### config.mk
export PLATFORM = sky130hd
export DESIGN_NAME = mem_port_arbiter
export DESIGN_NICKNAME = d
export VERILOG_FILES = /design/src/rtl/mem_port_arbiter.sv
export SDC_FILE = /design/constraint.sdc
export NUM_CORES = 1
export LEC_CHECK = 0
export BUFFER_PORTS_ARGS = -buffer_cell sky130_fd_sc_hd__buf_2
export CAP_MARGIN = 25
export CORE_MARGIN = 1.5
export CORE_UTILIZATION = 42
export CTS_CLUSTER_SIZE = 10
export DETAILED_ROUTE_END_ITERATION = 8
export PLACE_DENSITY_LB_ADDON = 0.1
export SYNTH_ARGS = -nofsm -noshare
export SYNTH_HDL_FRONTEND = slang
export SYNTH_SLANG_ARGS = --single-unit
### constraint.sdc
create_clock -name CLOCK_50 -period 3.61 [get_ports CLOCK_50]
set_clock_uncertainty 0.1 [all_clocks]
set_input_delay 0.1805 -clock CLOCK_50 [delete_from_list [all_inputs] [get_ports CLOCK_50]]
set_output_delay 0.1805 -clock CLOCK_50 [all_outputs]
set_load 0.02 [all_outputs]
### src/rtl/mem_port_arbiter.sv
// Two-port arbiter for the shared single-port program/data RAM: CPU (m0) and loader (m1).
// Round-robin by default; define ARB_CPU_PRIORITY_EN to give the CPU fixed priority.
module mem_port_arbiter #(
    parameter int ADDR_W = 9,
    parameter int DATA_W = 32,
    parameter int RD_LAT = 1
) (
    input  logic              CLOCK_50,
    input  logic              reset,
    input  logic              m0_req,
    input  logic              m0_we,
    input  logic [ADDR_W-1:0] m0_addr,
    input  logic [DATA_W-1:0] m0_wdata,
    output logic              m0_ack,
    output logic [DATA_W-1:0] m0_rdata,
    input  logic              m1_req,
    input  logic              m1_we,
    input  logic [ADDR_W-1:0] m1_addr,
    input  logic [DATA_W-1:0] m1_wdata,
    output logic              m1_ack,
    output logic [DATA_W-1:0] m1_rdata,
    output logic [ADDR_W-1:0] ram_addr,
    output logic [DATA_W-1:0] ram_wdata,
    output logic              ram_we,
    input  logic [DATA_W-1:0] ram_rdata,
    output logic              busy,
    output logic              owner
);
    typedef enum logic [1:0] {IDLE, ISSUE, WAIT, ACK} state_t;

    localparam int CNT_W = 3;

    state_t           state;
    logic             we_l;
    logic             last_grant;
    logic [CNT_W-1:0] cnt;
    logic             any_req;
    logic             grant_m1;

    always_comb begin
        any_req = m0_req | m1_req;
`ifdef ARB_CPU_PRIORITY_EN
        grant_m1 = ~m0_req;
`else
        // On a tie the requester that was not served last wins.
        grant_m1 = m1_req & (~m0_req | ~last_grant);
`endif
    end

    always_ff @(posedge CLOCK_50 or posedge reset) begin
        if (reset) begin
            state      <= IDLE;
            we_l       <= 1'b0;
            last_grant <= 1'b1;
            cnt        <= '0;
            owner      <= 1'b0;
            busy       <= 1'b0;
            m0_ack     <= 1'b0;
            m1_ack     <= 1'b0;
            ram_we     <= 1'b0;
            ram_addr   <= '0;
            ram_wdata  <= '0;
            m0_rdata   <= '0;
            m1_rdata   <= '0;
        end else begin
            m0_ack <= 1'b0;
            m1_ack <= 1'b0;
            ram_we <= 1'b0;
            case (state)
                IDLE: begin
                    if (any_req) begin
                        owner      <= grant_m1;
                        last_grant <= grant_m1;
                        we_l       <= grant_m1 ? m1_we    : m0_we;
                        ram_we     <= grant_m1 ? m1_we    : m0_we;
                        ram_addr   <= grant_m1 ? m1_addr  : m0_addr;
                        ram_wdata  <= grant_m1 ? m1_wdata : m0_wdata;
                        busy       <= 1'b1;
                        state      <= ISSUE;
                    end
                end
                ISSUE: begin
                    if (we_l) begin
                        m0_ack <= ~owner;
                        m1_ack <= owner;
                        state  <= ACK;
                    end else begin
                        cnt   <= CNT_W'(RD_LAT);
                        state <= WAIT;
                    end
                end
                WAIT: begin
                    cnt <= cnt - 3'd1;
                    // Last wait cycle: RAM output now reflects the registered address.
                    if (cnt == 3'd1) begin
                        if (owner) m1_rdata <= ram_rdata;
                        else       m0_rdata <= ram_rdata;
                        m0_ack <= ~owner;
                        m1_ack <= owner;
                        state  <= ACK;
                    end
                end
                ACK: begin
                    busy  <= 1'b0;
                    state <= IDLE;
                end
                default: state <= IDLE;
            endcase
        end
    end
endmodule

# == After elaboration in Yosys (flattened, before gate mapping) ==
# Cells that the tools add are included.
# totals
output_inout_bits,110
reg_bits,117
input_bits,120
elab_cells,55
# op_classes
bitwise_logic,6
add_sub_neg,1
n_reduce_logical,9
eq_ne,7
n_mux,19
# op_table
cell,count
32-bit two-way mux,1
1-bit two-way mux,9
9-bit two-way mux,1
2-bit case mux with 4 select lines,1
2-bit AND reduction,4
2-bit != test (second input constant),3
1-bit case mux with 2 select lines,3
3-bit case mux with 2 select lines,1
3-bit AND reduction,2
2-bit == test (second input constant),2
2-bit two-way mux,2
2-bit nonzero test,2
3-bit by 1-bit == test with 1-bit output (second input constant),1
3-bit two-way mux,1
1-bit inverter,3
3-bit by 1-bit subtractor with 3-bit output (second input constant),1
2-bit by 1-bit == test with 1-bit output (second input constant),1
2-bit zero test,1
1-bit bitwise OR,2
1-bit AND,1

# == Logic depth before layout (Yosys ltp) ==
# logic_depth
word_depth,6
mapped_depth,7
depth_no_buf,5

# == Worst setup path after synthesis ==
# No wires, ideal clock.
# synth_timing
path_kind,reg-to-reg
from,register state[0]
to,register m0_rdata[0]
arrival_time_ns,1.661
setup_time_ns,0.125
setup_slack_ns,1.724
t_required_ns,3.385
stages_incl_launch_ff,8
synth_period_minus_slack_ns,1.886
path_buffers,2
cell_sequence,dfrtp_1 inv_1 ha_1 and3b_1 and2_1 buf_6 buf_6 mux2_4
# synth_between
elab_chain_len,2
# synth_lines
element,line_no,text
"start, declared",33,state_t state;
"start signal, assigned",52,state <= IDLE;
"start signal, assigned",79,state <= ISSUE;
"start signal, assigned",86,state <= ACK;
2-bit == test,69,case (state)
3-bit AND reduction (no source line),-,
"end signal, assigned",97,else m0_rdata <= ram_rdata;
"end, declared",15,"output logic [DATA_W-1:0] m0_rdata,"
# No other way between the ends.
# A chain may end at the register's enable or synchronous reset.

# == Worst setup path in the final report ==
# layout_timing
from,register last_grant
to,register ram_wdata[2]
# layout_between
elab_chain_len,4
# layout_lines
element,line_no,text
"start, declared",35,logic last_grant;
"start signal, assigned",73,last_grant <= grant_m1;
1-bit inverter,46,grant_m1 = m1_req & (~m0_req | ~last_grant);
1-bit bitwise OR,46,
1-bit AND,46,
32-bit two-way mux,77,ram_wdata <= grant_m1 ? m1_wdata : m0_wdata;
"end signal, assigned",77,
"end, declared",23,"output logic [DATA_W-1:0] ram_wdata,"
# No other way between the ends.

==> results <==
- The flow ran to the end, but the final reports show violations.
- The checks that failed: DRC.
- In this run, the number of DRC markers left after iteration 0 of detailed routing was 202.
- Dividing total power by cell area gives a power density of 920 nW/um^2.
- The max-slew violation count is 0.
- The number of warnings reported in the yosys synthesis log is 0.
- The number of nets with antenna violations after detailed routing is 0.
- Based on the critical path, the design can be clocked at up to 0.375 GHz.
- For the pin with the worst max-slew slack, the measured transition is 0.799 ns.
- The synthesized netlist contains 29 unique library cells.
- The final estimated routing congestion in global placement is 0.738.
- The type of origin of the critical path is a flip-flop.
- For this configuration, the core starts out at a cell density of 0.435.
- The wire length after detailed routing is 13100 um.
- Entering global routing, the biggest net connects 67 pins.
- The via-per-instance ratio is 4.78.
- The average routed wire per standard cell is 14.9 um.
- The global-route wire length before repair is 21200 um.
- The number of detailed-route iterations in the first pass is 6.
- In the routed design, unresolved DRC markers number 14.
- The aggregate global-route resource usage is 0.216.
- The cell area after synthesis is 5030 sq um.
- The finished layout cell area is 8030 sq um.
- The number of buffers created by CTS is 17.
- The number of cells on the worst hold path is 3.
- The share of post-route cells with drive strength above 1 is 0.459.
- The leakage dissipation is 4.15 nW.
- The worst setup path is captured at a flip-flop.
- The launching point of the worst reg2reg path is last_grant.
- Walking the worst path, the cells encountered are a21bo_2 > buf_4 > mux2i_1 > dlygate4sd3_1 > o21ai_0.
- The capture endpoint of the worst hold path is ram_addr[0].
- In this run the worst path has a maximum fanout of 23.
- Setup repair after global routing left no endpoint under its margin.
- The type of the worst setup path is flip-flop to flip-flop.
- In this run the register-to-register setup slack is 0.95 ns.
- The least setup slack across all paths after layout is 0.947 ns.
- In this run the tool buffered the top-level ports with 229 buffer cells.
- The root buffer cell is sky130_fd_sc_hd__clkbuf_16.
- The area share of the largest cell type after synthesis is 0.577.
- The clock net in this run drives a total of 117 sinks.
- The slowest stage cell on the critical path is sky130_fd_sc_hd__a21bo_2.
- Setup violations remaining at the end of the flow were counted as 0.
- A synthesized cell averages 13.2 sq um.
- The setup fix buffers added after clock tree synthesis is 0.
- The library cell occupying the most area in the post-synthesis netlist is sky130_fd_sc_hd__dfrtp_1.
- The maximum ir drop on the vdd rail is 430 uV.
- The layout net count is 849.
- For the finished layout, the period the worst path requires is 2.66 ns.
- Once layout is complete, the cells apart from fillers number 877.
- The core outline area is 11600 sq um.
- The number of buffers on the longest clock path is 2.
- Data on the critical path is required at its endpoint by 3.78 ns.
- STA puts the critical path data arrival time at 2.83 ns.
- The summed negative setup slack over all endpoints is 0 ns.
- The die height is 112 um.
- The total global routing overflow is 0.
- The area enclosed by the die boundary is 12600 sq um.
- The path class of the tightest hold or removal check is input pin to flip-flop.
- The number of levels in the clock H-tree is 4.
- The number of cells after detailed placement is 738.
- In this run the critical register-to-register path is captured at ram_wdata[2].
- The area of placed instances is 6280 sq um.
- Yosys attributes the largest share of cell area to sky130_fd_sc_hd__dfrtp_1 (58%), sky130_fd_sc_hd__mux2_4 (9.0%), sky130_fd_sc_hd__mux2i_1 (8.4%).
- The post-synth net total is 507.
- The detailed placement HPWL is 8460 um.
- The number of antenna violations at the first check in global routing is 0.
- The count of endpoints failing hold in the final timing report is 0.
- The length in cells of the worst reg-to-reg path is 5.
- The hold path startpoint is m0_addr[0].
- The worst slew margin relative to its limit is 0.467.
- Before CTS, the worst setup slack after placement is 1.05 ns.
- Row generation in the floorplan step produced 39 rows.
- The antenna diode instance count is 0.
- For this block, the via count after detailed routing is 4188.
- Synthesis produced a netlist whose cell count is 380.
- The number of global-route vias before repair is 4294.
- During I/O placement, the number of pins put on the boundary was 230.
- The clock latency on the worst-skew pair is 0.41 ns.
- The number of storage elements in the synthesis netlist is 117.
- The CTS tree is built.
- The max-capacitance violation count is 0.
- The biggest cell delay along the critical path is 0.59 ns.
- The clock transition time at the flip-flop clock pins of the worst setup and hold paths is 0.05 ns.
- The sequential cell area fraction in the yosys report is 0.582.
- Of the available clock period, the critical path in the final layout requires 0.738.
- The die is 112 um wide.
- The layout overhead on the synthesized area is 59.7%.
-- what timing repair did --
item | 4_1_cts | 5_1_grt
gates resized for setup | 0 | 0
endpoints found under the setup margin | 0 | 0
hold buffers | 108 | 0
endpoints found under the hold margin | 165 | 0
-- per-stage QoR --
| step | total power [mW] | hold slack, ns | util |
|---|---|---|---|
| after floorplan | 4.41 | 0.150 | - |
| after global placement | 5.29 | 0.296 | 0.543 |
| after detailed placement | 5.36 | 0.302 | 0.543 |
| after CTS | 7.44 | 0.00379 | 0.694 |
| after global routing | 7.82 | 0.0120 | 0.694 |
| final | 7.39 | 0.00365 | 0.694 |
-- flip-flops by register name, summed over array words and instances (netlist names) --
register	flops
busy	1
cnt	3
last_grant	1
m0_ack	1
m0_rdata	32
m1_ack	1
m1_rdata	32
owner	1
ram_addr	9
ram_wdata	32
ram_we	1
state	2
we_l	1
-- how the worst max path moves through the flow --
stage	start	end	slack, ns	cells after the start
after floorplan	reset	busy	0.23	1
after global placement	state[0]	m0_rdata[20]	1.19	6
after detailed placement	state[0]	m0_rdata[20]	1.05	6
after CTS	last_grant	ram_wdata[14]	0.95	5
after global routing	last_grant	ram_wdata[9]	0.82	5
final	last_grant	ram_wdata[2]	0.95	5
-- layout by cell type, fill, tap and decap left out, drive strengths merged --
cell type,synthesis,routed
ha,7,7
nor2,6,6
inv,8,8
mux2i,42,42
clkinv,0,4
bufinv,0,6
nand2,48,48
a22oi,1,1
dfstp,1,1
or3,1,1
and2b,1,1
a31oi,1,1
nand3,1,1
a21oi,2,2
buf,17,236
and2,1,1
dlygate4sd3,0,108
o21ai,48,48
clkbuf,4,21
nand3b,1,1
nand2b,2,2
a211oi,1,1
and3b,1,1
dfrtp,116,116
a221oi,1,1
mux2,65,65
o311ai,1,1
a21bo,2,2
a2bb2oi,1,1
-- cell families after synthesis --
kind of cell,after synthesis,synth area share
muxes,107,0.252
adders and majority gates,7,0.0174
DFF,117,0.582
AOI/OAI and AO/OA,58,0.0632
and+or+nand+nor,62,0.0510
buffers and inverters,29,0.0343
-- metal layers --
layer / wire length, um / global-route usage
met5: 0 / 0
met4: 297 / 0.0954
met3: 846 / 0.0572
met2: 6460 / 0.362
met1: 5450 / 0.263
-- synth_stat cells --
cell                        number
sky130_fd_sc_hd__and2b_1         1
sky130_fd_sc_hd__or3_1           1
sky130_fd_sc_hd__nand2_1        48
sky130_fd_sc_hd__a221oi_1        1
sky130_fd_sc_hd__dfrtp_1       116
sky130_fd_sc_hd__nor2_1          6
sky130_fd_sc_hd__inv_1           8
sky130_fd_sc_hd__buf_2           6
sky130_fd_sc_hd__nand2b_1        2
sky130_fd_sc_hd__ha_1            7
sky130_fd_sc_hd__nand3b_1        1
sky130_fd_sc_hd__a31oi_1         1
sky130_fd_sc_hd__buf_6           4
sky130_fd_sc_hd__clkbuf_1        4
sky130_fd_sc_hd__a211oi_1        1
sky130_fd_sc_hd__mux2_2         35
sky130_fd_sc_hd__a2bb2oi_1       1
sky130_fd_sc_hd__dfstp_2         1
sky130_fd_sc_hd__o21ai_0        48
sky130_fd_sc_hd__o311ai_0        1
sky130_fd_sc_hd__mux2i_1        42
sky130_fd_sc_hd__and2_1          1
sky130_fd_sc_hd__buf_4           7
sky130_fd_sc_hd__mux2_4         30
sky130_fd_sc_hd__nand3_1         1
sky130_fd_sc_hd__a21oi_1         2
sky130_fd_sc_hd__and3b_1         1
sky130_fd_sc_hd__a21bo_2         2
sky130_fd_sc_hd__a22oi_1         1
-- worst max-delay path, delay by kind of cell, from the launching register on --
kind	cells	cell delay, ns
AOI/OAI and AO/OA	2	0.66
buffers and inverters	2	0.97
muxes	1	0.25
DFF	1	0.54
-- final cells by class --
type | instances | area, sq um
clock buffer | 21 | 470
sequential | 117 | 2930
tap | 143 | 179
clock inverter | 10 | 200
fill | 833 | 3530
multi-input combinational | 234 | 1940
timing repair buffer | 344 | 2280
inverter | 8 | 32.5
-- where the power goes --
group	internal, mW	switching (mW)
logic	1.40	1.75
clock network	1.34	0.553
registers	1.98	0.362
No activity file was read; power rests on OpenSTA's default activity.
